===== src/rtl/rbm_seq_pkg.sv =====
// rbm_seq_pkg
//   Shared definitions for the RBM sequencer slice.
//   - seq_state_e  : sequencer state encoding (IDLE, HID, CLS, DONE)
//   - DEF_*        : default network dimensions and word widths
//   - PIX_W/HID_W/CLS_W : index widths, wide enough to also address the
//                    bias step that follows the last real index of each walk.
//   Optional build macro used elsewhere in this slice: RBM_SEQ_PERF_EN.
package rbm_seq_pkg;

  typedef enum logic [1:0] {
    ST_IDLE = 2'd0,
    ST_HID  = 2'd1,
    ST_CLS  = 2'd2,
    ST_DONE = 2'd3
  } seq_state_e;

  localparam int DEF_N_VISIBLE = 784;
  localparam int DEF_N_HIDDEN  = 441;
  localparam int DEF_N_CLASS   = 10;
  localparam int DEF_W_BITS    = 12;
  localparam int DEF_ITER_BITS = 8;
  localparam int DEF_CNT_BITS  = 8;

  // +1 so that the bias step (index == N) is representable.
  localparam int PIX_W = $clog2(DEF_N_VISIBLE + 1);
  localparam int HID_W = $clog2(DEF_N_HIDDEN + 1);
  localparam int CLS_W = $clog2(DEF_N_CLASS + 1);

  // True while the sequencer is walking either phase.
  function automatic logic is_active(seq_state_e s);
    return (s == ST_HID) || (s == ST_CLS);
  endfunction

endpackage


===== src/rtl/rbm_sequencer_if.sv =====
// rbm_sequencer_if
//   Bundles the sequencer's run handshake, the memory read bus and the
//   operand/result bus towards the Main datapath.
//   Handshake : start, iteration_num -> busy, done
//   Memories  : pixel_id, hidden_id, spike_id -> img_bit, h_weight_rd,
//               h_bias_rd, c_weight_rd, c_bias_rd (combinational read)
//   Main      : Hvalue, pixel, Cvalue, hidden_pixel, enable_hidden,
//               enable_classi, acc_clear -> hidden, spike
//   modport master : the sequencer
//   modport slave  : the surrounding memories / Main / run controller
interface rbm_sequencer_if
  import rbm_seq_pkg::*;
#(
  parameter int W_BITS    = DEF_W_BITS,
  parameter int ITER_BITS = DEF_ITER_BITS
);

  logic                 start;
  logic [ITER_BITS-1:0] iteration_num;
  logic                 busy;
  logic                 done;

  logic [PIX_W-1:0]     pixel_id;
  logic [HID_W-1:0]     hidden_id;
  logic [CLS_W-1:0]     spike_id;
  logic                 img_bit;
  logic [W_BITS-1:0]    h_weight_rd;
  logic [W_BITS-1:0]    h_bias_rd;
  logic [W_BITS-1:0]    c_weight_rd;
  logic [W_BITS-1:0]    c_bias_rd;

  logic [W_BITS-1:0]    Hvalue;
  logic                 pixel;
  logic [W_BITS-1:0]    Cvalue;
  logic                 hidden_pixel;
  logic                 enable_hidden;
  logic                 enable_classi;
  logic                 acc_clear;
  logic                 hidden;
  logic                 spike;

  modport master (
    input  start, iteration_num,
    input  img_bit, h_weight_rd, h_bias_rd, c_weight_rd, c_bias_rd,
    input  hidden, spike,
    output busy, done,
    output pixel_id, hidden_id, spike_id,
    output Hvalue, pixel, Cvalue, hidden_pixel,
    output enable_hidden, enable_classi, acc_clear
  );

  modport slave (
    output start, iteration_num,
    output img_bit, h_weight_rd, h_bias_rd, c_weight_rd, c_bias_rd,
    output hidden, spike,
    input  busy, done,
    input  pixel_id, hidden_id, spike_id,
    input  Hvalue, pixel, Cvalue, hidden_pixel,
    input  enable_hidden, enable_classi, acc_clear
  );

endinterface


===== src/rtl/rbm_spike_accum.sv =====
// rbm_spike_accum
//   Bank of N_CLASS saturating spike counters.
//   clock, reset : clock and synchronous active-high reset
//   clear        : zero every counter (new run)
//   inc_en       : class bias cycle; counter class_idx adds spike
//   class_idx    : class being finished
//   spike        : Main spike result for that class
//   counts       : class k at bits [k*CNT_BITS +: CNT_BITS]
module rbm_spike_accum
  import rbm_seq_pkg::*;
#(
  parameter int N_CLASS  = DEF_N_CLASS,
  parameter int CNT_BITS = DEF_CNT_BITS
) (
  input  logic                        clock,
  input  logic                        reset,
  input  logic                        clear,
  input  logic                        inc_en,
  input  logic [CLS_W-1:0]            class_idx,
  input  logic                        spike,
  output logic [N_CLASS*CNT_BITS-1:0] counts
);

  localparam logic [CNT_BITS-1:0] CNT_MAX = '1;

  genvar gi;
  generate
    for (gi = 0; gi < N_CLASS; gi++) begin : g_cls
      logic [CNT_BITS-1:0] cnt_reg;
      logic                bump;

      // Saturate: once a counter hits all-ones further spikes are dropped.
      assign bump = inc_en && spike && (class_idx == CLS_W'(gi)) &&
                    (cnt_reg != CNT_MAX);

      always_ff @(posedge clock) begin
        if (reset || clear) begin
          cnt_reg <= '0;
        end else if (bump) begin
          cnt_reg <= cnt_reg + CNT_BITS'(1);
        end
      end

      assign counts[gi*CNT_BITS +: CNT_BITS] = cnt_reg;
    end
  endgenerate

endmodule


===== src/rtl/rbm_sequencer.sv =====
// rbm_sequencer
//   Steps the RBM datapath through iteration_num inference iterations.
//   Each iteration: hidden phase (per unit: all visible pixels, then bias),
//   then classifier phase (per class: all hidden bits, then bias). Hidden
//   results are buffered locally; per-class spikes are counted across
//   iterations in rbm_spike_accum.
//   Ports:
//     clock, reset : clock, synchronous active-high reset
//     bus          : rbm_sequencer_if.master (handshake, memory, Main)
//     counts       : per-class spike counts, class k at [k*CNT_BITS +: CNT_BITS]
//     cycle_count  : busy-cycle counter, present only with RBM_SEQ_PERF_EN
module rbm_sequencer
  import rbm_seq_pkg::*;
#(
  parameter int N_VISIBLE = DEF_N_VISIBLE,
  parameter int N_HIDDEN  = DEF_N_HIDDEN,
  parameter int N_CLASS   = DEF_N_CLASS,
  parameter int W_BITS    = DEF_W_BITS,
  parameter int ITER_BITS = DEF_ITER_BITS,
  parameter int CNT_BITS  = DEF_CNT_BITS
) (
  input  logic                        clock,
  input  logic                        reset,
  rbm_sequencer_if.master             bus,
  output logic [N_CLASS*CNT_BITS-1:0] counts
`ifdef RBM_SEQ_PERF_EN
  ,
  output logic [31:0]                 cycle_count
`endif
);

  // Bias step sits one past the last real index of each walk.
  localparam logic [PIX_W-1:0] PIX_BIAS  = PIX_W'(N_VISIBLE);
  localparam logic [HID_W-1:0] HID_LAST  = HID_W'(N_HIDDEN - 1);
  localparam logic [HID_W-1:0] HID_BIAS  = HID_W'(N_HIDDEN);
  localparam logic [CLS_W-1:0] CLS_LAST  = CLS_W'(N_CLASS - 1);

  seq_state_e           state_reg, state_next;
  logic [PIX_W-1:0]     pix_reg;
  logic [HID_W-1:0]     hid_reg;
  logic [CLS_W-1:0]     cls_reg;
  logic [ITER_BITS-1:0] iter_reg;
  logic [ITER_BITS-1:0] target_reg;
  logic [N_HIDDEN-1:0]  hbuf_reg;

  logic start_accept;
  logic hid_bias_cyc;
  logic hid_phase_end;
  logic cls_bias_cyc;
  logic cls_phase_end;
  logic more_iters;
  logic hbuf_bit;
  logic [W_BITS-1:0] hvalue_next;
  logic [W_BITS-1:0] cvalue_next;

  assign start_accept  = (state_reg == ST_IDLE) && bus.start;
  assign hid_bias_cyc  = (state_reg == ST_HID) && (pix_reg == PIX_BIAS);
  assign hid_phase_end = hid_bias_cyc && (hid_reg == HID_LAST);
  assign cls_bias_cyc  = (state_reg == ST_CLS) && (hid_reg == HID_BIAS);
  assign cls_phase_end = cls_bias_cyc && (cls_reg == CLS_LAST);
  // Decided on the last class bias cycle, before iter_reg is bumped.
  assign more_iters    = ({1'b0, iter_reg} + (ITER_BITS + 1)'(1)) <
                         {1'b0, target_reg};

  // ---------------------------------------------------------------- FSM
  always_ff @(posedge clock) begin
    if (reset) begin
      state_reg <= ST_IDLE;
    end else begin
      state_reg <= state_next;
    end
  end

  always_comb begin
    state_next = state_reg;
    case (state_reg)
      ST_IDLE: if (bus.start) state_next = ST_HID;
      ST_HID:  if (hid_phase_end) state_next = ST_CLS;
      ST_CLS:  if (cls_phase_end) state_next = more_iters ? ST_HID : ST_DONE;
      ST_DONE: state_next = ST_IDLE;
      default: state_next = ST_IDLE;
    endcase
  end

  // hbuf lookup for the classifier walk; the bias step reads nothing.
  always_comb begin
    hbuf_bit = 1'b0;
    for (int i = 0; i < N_HIDDEN; i++) begin
      if (hid_reg == HID_W'(i)) hbuf_bit = hbuf_reg[i];
    end
  end

  always_comb begin
    bus.busy          = 1'b0;
    bus.done          = 1'b0;
    bus.enable_hidden = 1'b0;
    bus.enable_classi = 1'b0;
    bus.acc_clear     = 1'b0;
    bus.pixel         = 1'b0;
    bus.hidden_pixel  = 1'b0;
    hvalue_next       = '0;
    cvalue_next       = '0;
    case (state_reg)
      ST_HID: begin
        bus.busy          = 1'b1;
        bus.enable_hidden = 1'b1;
        bus.acc_clear     = (pix_reg == '0);
        if (hid_bias_cyc) begin
          bus.pixel   = 1'b1;
          hvalue_next = bus.h_bias_rd;
        end else begin
          bus.pixel   = bus.img_bit;
          hvalue_next = bus.h_weight_rd;
        end
      end
      ST_CLS: begin
        bus.busy          = 1'b1;
        bus.enable_classi = 1'b1;
        bus.acc_clear     = (hid_reg == '0);
        if (cls_bias_cyc) begin
          bus.hidden_pixel = 1'b1;
          cvalue_next      = bus.c_bias_rd;
        end else begin
          bus.hidden_pixel = hbuf_bit;
          cvalue_next      = bus.c_weight_rd;
        end
      end
      ST_DONE: bus.done = 1'b1;
      default: ;
    endcase
  end

  assign bus.Hvalue    = hvalue_next;
  assign bus.Cvalue    = cvalue_next;
  // Counters return to 0 at each phase boundary, so the address outputs
  // are naturally 0 outside the phase that uses them.
  assign bus.pixel_id  = pix_reg;
  assign bus.hidden_id = hid_reg;
  assign bus.spike_id  = cls_reg;

  // ------------------------------------------------------ index counters
  always_ff @(posedge clock) begin
    if (reset) begin
      pix_reg    <= '0;
      hid_reg    <= '0;
      cls_reg    <= '0;
      iter_reg   <= '0;
      target_reg <= '0;
    end else begin
      case (state_reg)
        ST_IDLE: begin
          if (bus.start) begin
            pix_reg    <= '0;
            hid_reg    <= '0;
            cls_reg    <= '0;
            iter_reg   <= '0;
            // A zero request still runs one iteration.
            target_reg <= (bus.iteration_num == '0) ? ITER_BITS'(1)
                                                    : bus.iteration_num;
          end
        end
        ST_HID: begin
          if (hid_bias_cyc) begin
            pix_reg <= '0;
            hid_reg <= (hid_reg == HID_LAST) ? '0 : hid_reg + HID_W'(1);
          end else begin
            pix_reg <= pix_reg + PIX_W'(1);
          end
        end
        ST_CLS: begin
          if (cls_bias_cyc) begin
            hid_reg <= '0;
            if (cls_reg == CLS_LAST) begin
              cls_reg  <= '0;
              iter_reg <= iter_reg + ITER_BITS'(1);
            end else begin
              cls_reg <= cls_reg + CLS_W'(1);
            end
          end else begin
            hid_reg <= hid_reg + HID_W'(1);
          end
        end
        default: ;
      endcase
    end
  end

  // Hidden result is captured at the edge that closes the unit's bias cycle.
  always_ff @(posedge clock) begin
    if (reset) begin
      hbuf_reg <= '0;
    end else if (hid_bias_cyc) begin
      for (int i = 0; i < N_HIDDEN; i++) begin
        if (hid_reg == HID_W'(i)) hbuf_reg[i] <= bus.hidden;
      end
    end
  end

  rbm_spike_accum #(
    .N_CLASS  (N_CLASS),
    .CNT_BITS (CNT_BITS)
  ) u_accum (
    .clock     (clock),
    .reset     (reset),
    .clear     (start_accept),
    .inc_en    (cls_bias_cyc),
    .class_idx (cls_reg),
    .spike     (bus.spike),
    .counts    (counts)
  );

`ifdef RBM_SEQ_PERF_EN
  logic [31:0] cycle_count_reg;

  always_ff @(posedge clock) begin
    if (reset || start_accept) begin
      cycle_count_reg <= '0;
    end else if (is_active(state_reg)) begin
      cycle_count_reg <= cycle_count_reg + 32'd1;
    end
  end

  assign cycle_count = cycle_count_reg;
`endif

endmodule

===== src/flat_wrapper.sv =====
// flat-port wrapper written by rule: the top's interface ports become plain ports
module rbm_sequencer_flat import rbm_seq_pkg::*;
#(
  parameter int N_VISIBLE = DEF_N_VISIBLE,
  parameter int N_HIDDEN  = DEF_N_HIDDEN,
  parameter int N_CLASS   = DEF_N_CLASS,
  parameter int W_BITS    = DEF_W_BITS,
  parameter int ITER_BITS = DEF_ITER_BITS,
  parameter int CNT_BITS  = DEF_CNT_BITS
)
  (clock, reset, counts, bus_start, bus_iteration_num, bus_img_bit, bus_h_weight_rd, bus_h_bias_rd, bus_c_weight_rd, bus_c_bias_rd, bus_hidden, bus_spike, bus_busy, bus_done, bus_pixel_id, bus_hidden_id, bus_spike_id, bus_Hvalue, bus_pixel, bus_Cvalue, bus_hidden_pixel, bus_enable_hidden, bus_enable_classi, bus_acc_clear);
  rbm_sequencer_if #(.W_BITS(W_BITS), .ITER_BITS(ITER_BITS)) bus_i ();
  input  logic clock;
  input  logic reset;
  output logic [N_CLASS*CNT_BITS-1:0] counts;
  input wire logic [$bits(bus_i.start)-1:0] bus_start;
  input wire logic [$bits(bus_i.iteration_num)-1:0] bus_iteration_num;
  input wire logic [$bits(bus_i.img_bit)-1:0] bus_img_bit;
  input wire logic [$bits(bus_i.h_weight_rd)-1:0] bus_h_weight_rd;
  input wire logic [$bits(bus_i.h_bias_rd)-1:0] bus_h_bias_rd;
  input wire logic [$bits(bus_i.c_weight_rd)-1:0] bus_c_weight_rd;
  input wire logic [$bits(bus_i.c_bias_rd)-1:0] bus_c_bias_rd;
  input wire logic [$bits(bus_i.hidden)-1:0] bus_hidden;
  input wire logic [$bits(bus_i.spike)-1:0] bus_spike;
  output wire logic [$bits(bus_i.busy)-1:0] bus_busy;
  output wire logic [$bits(bus_i.done)-1:0] bus_done;
  output wire logic [$bits(bus_i.pixel_id)-1:0] bus_pixel_id;
  output wire logic [$bits(bus_i.hidden_id)-1:0] bus_hidden_id;
  output wire logic [$bits(bus_i.spike_id)-1:0] bus_spike_id;
  output wire logic [$bits(bus_i.Hvalue)-1:0] bus_Hvalue;
  output wire logic [$bits(bus_i.pixel)-1:0] bus_pixel;
  output wire logic [$bits(bus_i.Cvalue)-1:0] bus_Cvalue;
  output wire logic [$bits(bus_i.hidden_pixel)-1:0] bus_hidden_pixel;
  output wire logic [$bits(bus_i.enable_hidden)-1:0] bus_enable_hidden;
  output wire logic [$bits(bus_i.enable_classi)-1:0] bus_enable_classi;
  output wire logic [$bits(bus_i.acc_clear)-1:0] bus_acc_clear;
  assign bus_i.start = bus_start;
  assign bus_i.iteration_num = bus_iteration_num;
  assign bus_i.img_bit = bus_img_bit;
  assign bus_i.h_weight_rd = bus_h_weight_rd;
  assign bus_i.h_bias_rd = bus_h_bias_rd;
  assign bus_i.c_weight_rd = bus_c_weight_rd;
  assign bus_i.c_bias_rd = bus_c_bias_rd;
  assign bus_i.hidden = bus_hidden;
  assign bus_i.spike = bus_spike;
  assign bus_busy = bus_i.busy;
  assign bus_done = bus_i.done;
  assign bus_pixel_id = bus_i.pixel_id;
  assign bus_hidden_id = bus_i.hidden_id;
  assign bus_spike_id = bus_i.spike_id;
  assign bus_Hvalue = bus_i.Hvalue;
  assign bus_pixel = bus_i.pixel;
  assign bus_Cvalue = bus_i.Cvalue;
  assign bus_hidden_pixel = bus_i.hidden_pixel;
  assign bus_enable_hidden = bus_i.enable_hidden;
  assign bus_enable_classi = bus_i.enable_classi;
  assign bus_acc_clear = bus_i.acc_clear;
  rbm_sequencer #(.N_VISIBLE(N_VISIBLE), .N_HIDDEN(N_HIDDEN), .N_CLASS(N_CLASS), .W_BITS(W_BITS), .ITER_BITS(ITER_BITS), .CNT_BITS(CNT_BITS)) u_core (.clock(clock), .reset(reset), .bus(bus_i), .counts(counts));
endmodule

===== config.mk =====
export PLATFORM = sky130hd
export DESIGN_NAME = rbm_sequencer_flat
export DESIGN_NICKNAME = d
export VERILOG_FILES = /design/src/rtl/rbm_seq_pkg.sv /design/src/rtl/rbm_sequencer_if.sv /design/src/rtl/rbm_spike_accum.sv /design/src/rtl/rbm_sequencer.sv /design/src/flat_wrapper.sv
export SDC_FILE = /design/constraint.sdc
export NUM_CORES = 2
export LEC_CHECK = 0
export ABC_AREA = 1
export BUFFER_PORTS_ARGS = -buffer_cell sky130_fd_sc_hd__clkbuf_2
export CAP_MARGIN = 20
export CORE_AREA = 5 5 250 252
export DETAILED_ROUTE_END_ITERATION = 12
export DIE_AREA = 0 0 255 257
export GPL_ROUTABILITY_DRIVEN = 0
export MAX_ROUTING_LAYER = met4
export PLACE_DENSITY = 0.73
export SYNTH_ARGS = -nofsm -noshare
export SYNTH_HDL_FRONTEND = slang
export SYNTH_HIERARCHICAL = 1
export SYNTH_SLANG_ARGS = --single-unit

===== constraint.sdc =====
create_clock -name clock -period 30.4 [get_ports clock]
set_clock_uncertainty 0.05 [all_clocks]
set_input_delay 3.04 -clock clock [delete_from_list [all_inputs] [get_ports clock]]
set_output_delay 3.04 -clock clock [all_outputs]
set_load 0.005 [all_outputs]

# --- Yosys cells after proc, flatten, opt, wreduce, memory -nomap -nowiden ---
# Cells that the tools add are included.
totals:
  regBits: 562
  input_bits: 62
  out_inout_bits: 134
  wordCells: 1902
classes:
  add_sub_neg: 15
  order_cmp: 1
  n_eq_ne: 470
  mux: 476
  reduce_logical: 483
op_table:
  columns: ["operator", "n"]
  rows:
  - ["$eq 9x9->1 const B", 186]
  - ["$eq 9x8->1 const B", 128]
  - ["$reduce_and 2->1", 443]
  - ["$eq 9x7->1 const B", 64]
  - ["$mux 1", 449]
  - ["$eq 9x6->1 const B", 32]
  - ["$eq 9x5->1 const B", 16]
  - ["$add 8x1->8 const B", 11]
  - ["$ne 8x8->1 const B", 10]
  - ["$eq 9x4->1 const B", 8]
  - ["$mux 12", 4]
  - ["$eq 9x3->1 const B", 4]
  - ["$mux 9", 4]
  - ["$mux 8", 4]
  - ["$pmux 9 s3", 1]
  - ["$logic_and 1x1->1", 26]
  - ["$mux 10", 2]
  - ["$pmux 10 s2", 1]
  - ["$eq 9x2->1 const B", 2]
  - ["$eq 4x3->1 const B", 4]
  - ["$pmux 8 s2", 1]
  - ["$mux 4", 3]
  - ["$add 10x1->10 const B", 1]
  - ["$eq 10x10->1 const B", 1]
  - ["27 further kinds", 40]

# --- Logic depth before layout (Yosys ltp) ---
depth:
  depth_word: 444
  ltp_mapped: 461
  depth_no_buf: 461

# --- Cells and area by module ---
# Netlist, hierarchy kept.
by_module_without_submodules:
  columns: ["module", "n_inst", "cells_each", "area_per_inst_um2", "seq_area_each_um2"]
  rows:
  - ["rbm_sequencer", 1, 4435, 27684.1, 9649.3]
  - ["rbm_spike_accum", 1, 779, 4853.4, 1601.5]

# --- Worst setup path before layout ---
# OpenSTA, ideal clock, no wires.
synth_path:
  path_kind: "flip-flop to output port"
  start: "register u_core.hid_reg[0], in the netlist u_core/bus.hidden_id[0]"
  end: "output bus_hidden_pixel"
  arrival_time_ps: 22423
  t_required_ps: 27310
  path_slack_ps: 4887
  path_stages_with_launch: 460
  path_buffers: 0
  cell_sequence: "dfxtp_1 > inv_1 > ha_1 > clkinv_1 > nor2_4 > inv_2 > nor2_2 > nand2_1 > o21ai_0 > inv_2 > nand2_1 > nand2_1 > nand2_1 > nand2_1 > nand2_1 > nand2_1 > nand2_1 > nand2_1 > (+424 left out) > nand2_1 > nand2_1 > nand2_1 > nand2_1 > nand2_1 > nand2_1 > nand2_1 > nand2_1 > nand2_1 > nand2_1 > nand2_1 > nand2_1 > nand2_1 > nand2_1 > nand2_1 > nand2_1 > nand2_1 > a21oi_1"
synth_rtl:
  columns: ["element", "line", "rtl"]
  rows:
  - ["start, declared", "rbm_sequencer.sv:40", "logic [HID_W-1:0] hid_reg;"]
  - ["start signal, assigned", "rbm_sequencer.sv:165", "hid_reg <= (hid_reg == HID_LAST) ? '0 : hid_reg + HID_W'(1);"]
  - ["start signal, assigned", "rbm_sequencer.sv:180", "hid_reg <= hid_reg + HID_W'(1);"]
  - ["end, declared", "flat_wrapper.sv:33", "output wire logic [$bits(bus_i.hidden_pixel)-1:0] bus_hidden_pixel;"]

==> metrics.txt <==
status=complete, no violations; Leak Pwr=13.0 nW; Setup Viol. Count Final=0; CTS max path bufs=3; Die Height=257 µm; Final WS setup=0.645 ns; Synth cell types=46; most used cell, CP=nand2_1; number of global-route vias before repair=30,764; required time of the worst setup path=27.31 ns; Yosys top cell by area=dfxtp_1; hpwl dp=60,800 µm; layout cells sized above 1=0.0929; max FFs per register=441; Remaining DRCs=0; Synth Instances=5,214; Hold Crit Class=reg -> reg; Synth Net Count=5,307; Vias=34,340; Critical Path Sink Type=primary output; initial core utilization=0.543; Max-Slew Margin vs Limit=0.208; post-place setup slack=1.08 ns; Horiz. Die Dim=255 µm; full die area=65,500 µm²; GRT Total Usage=0.302; fin crit share=0.979; PD cells=47.3 nW/µm²; initial antenna violation count=0; ys flop type=dfxtp_1; area delta synth->final=11.4%; Sum Neg Setup Slack=0 ns; Worst-Skew Late Latency=0.61 ns; synthesized cell area=32,500 µm²; hold_ws=0.407 ns; largest net degree at the start of global routing=218; Arr. time, crit path=26.66 ns; fin cells=6,080; dpl cell area=33,900 µm²; vias per cell=5.65; max-slew violations=0; critical path launch point type=flip-flop; clock slew at reported path FFs=0.06 ns; fmax=0.0336 GHz; slowest stage delay, CP=0.38 ns; Worst-Margin Slew=1.19 ns; design area=36,200 µm²; input/output buffers=195; sequential area share after synthesis=0.346; top cell family by delay on the critical path=simple AND/OR/NAND/NOR gates; Cell Rows=90; Design Power=1.71 mW; RSZ-0062 raised after global routing=true; crit-path max FO=9; final-report hold violation count=0; CTS root buffer=clkbuf_16; total gr overflow=0; WL final=101,000 µm; initial DRC count=3,797; Slowest cell on crit path=dfxtp_4; fin nets=5,347; syn_area_per_cell=6.24 µm²; antenna fix cells=0; utilization after layout=0.605; Pre-antenna DRT Iters=6; largest cells by area after synthesis=dfxtp_1, nand2_1, inv_1, nor2_1, o21ai_0; number of CTS-inserted buffers=66; Buf+Inv Stages, Crit Path=7; #FFs+latches synth=562; first-pass GRT wire length=161,000 µm; ys async rst share=0; fin crit period=29.75 ns; Placed Instances=5,960; Max IR drop VDD=45.2 µV; TritonCTS clock tree=yes; post-DR wirelength/cell=16.7 µm; post-route antenna net violation count=0; fillers=5,824; Post-synth EDFFs=0; H-tree depth=3; max cap viols=0; Core ar.=59,900 µm²; WS Path Type=reg -> out; # IOs=196; share of the synthesized area in the top cell type=0.346; hold_buf cts=0; Synth Warn #=6; CTS sink cnt=562
## cell families after synthesis
family / after synthesis / share of synthesized area
AO/OA/AOI/OAI: 1269 / 0.226
XOR/XNOR: 17 / 0.00458
adder cells (fa/ha/maj): 31 / 0.0119
buffers and inverters: 1164 / 0.135
flip-flops: 562 / 0.346
AND/OR/NAND/NOR: 2171 / 0.276
## metal layers
metal,vias up,global-route usage,share of wire
li1,17085,-,-
met1,15496,0.392,0.42
met2,1508,0.480,0.45
met3,251,0.0482,0.096
met4,0,0.108,0.037
met5,-,-,0
## power by group
group,switching [mW],internal [mW]
logic,0.121,0.0448
clock network,0.319,0.476
registers,0.00849,0.744
## worst reg2reg max path: stages (launching register included)
cell and delay, ns:
dfxtp_1 0.47, nand2_1 0.24, nor2_1 0.29, nand3_1 0.25, nand2_1 0.15, inv_1 0.21
nor3_2 0.77, inv_1 0.45, nor2_1 0.26, inv_1 0.10, nand2_1 0.48, o32ai_1 0.16
## worst paths after layout
check,to,slack (ns),from,cells past startpoint
max,bus_hidden_pixel,0.65,u_core/bus.hidden_id[0],460
min,u_core/hbuf_reg[65],0.41,u_core/hbuf_reg[65],2
max reg2reg,u_core/iter_reg[5],26.38,u_core/bus.hidden_id[4],11
min reg2reg,u_core/hbuf_reg[65],0.41,u_core/hbuf_reg[65],2
## cell usage in the layout, fill, tap and decap left out, types with 5 or more instances in the layout
cell type and count:
clkinv_1 24, nand2_4 5, inv_4 5, o21bai_1 8, xor2_1 15, ha_1 27, nand2_1 1000, buf_4 60
clkbuf_16 71, a22o_1 24, dfxtp_1 558, nor2_4 20, a311oi_1 101, a31oi_1 274, clkbuf_2 194, o22ai_1 32
nand3_1 215, a21oi_1 322, clkbuf_8 10, inv_2 40, or2_2 14, o21ai_0 447, nand4_1 35, nor2_1 730
o21ai_1 14, nor2_2 12, clkbuf_1 24, inv_1 804, a211oi_1 32, nor2_8 5, nand2_2 21, nor3_1 92
nand3_2 7
## cell type report
class                      count  area, µm²  area share
sequential                   562      11300       0.311
timing repair buffer         257       1470      0.0406
clock buffer                 105       2000      0.0553
tap                          782        978      0.0270
inverter                     879       3350      0.0924
clock inverter                 7        118     0.00324
multi-input combinational   3488      17100       0.471
## cells in the mapped netlist (all sizes together) (14+ instances only)
cell type,number
o22ai,32
xor2,15
buf,41
clkbuf,244
a21oi,322
or2,14
nand2,1026
clkinv,28
o21ai,463
dfxtp,562
inv,851
ha,31
a211oi,32
a31oi,274
nor2,767
nor3,93
nand4,35
a22o,24
nand3,223
a311oi,101
## repair_timing
item,4_1_cts,5_1_grt
gates resized for setup,0,59
buffers inserted,0,8
setup endpoints to repair,0,1
Note: power is estimated with default switching activity, not from simulation.
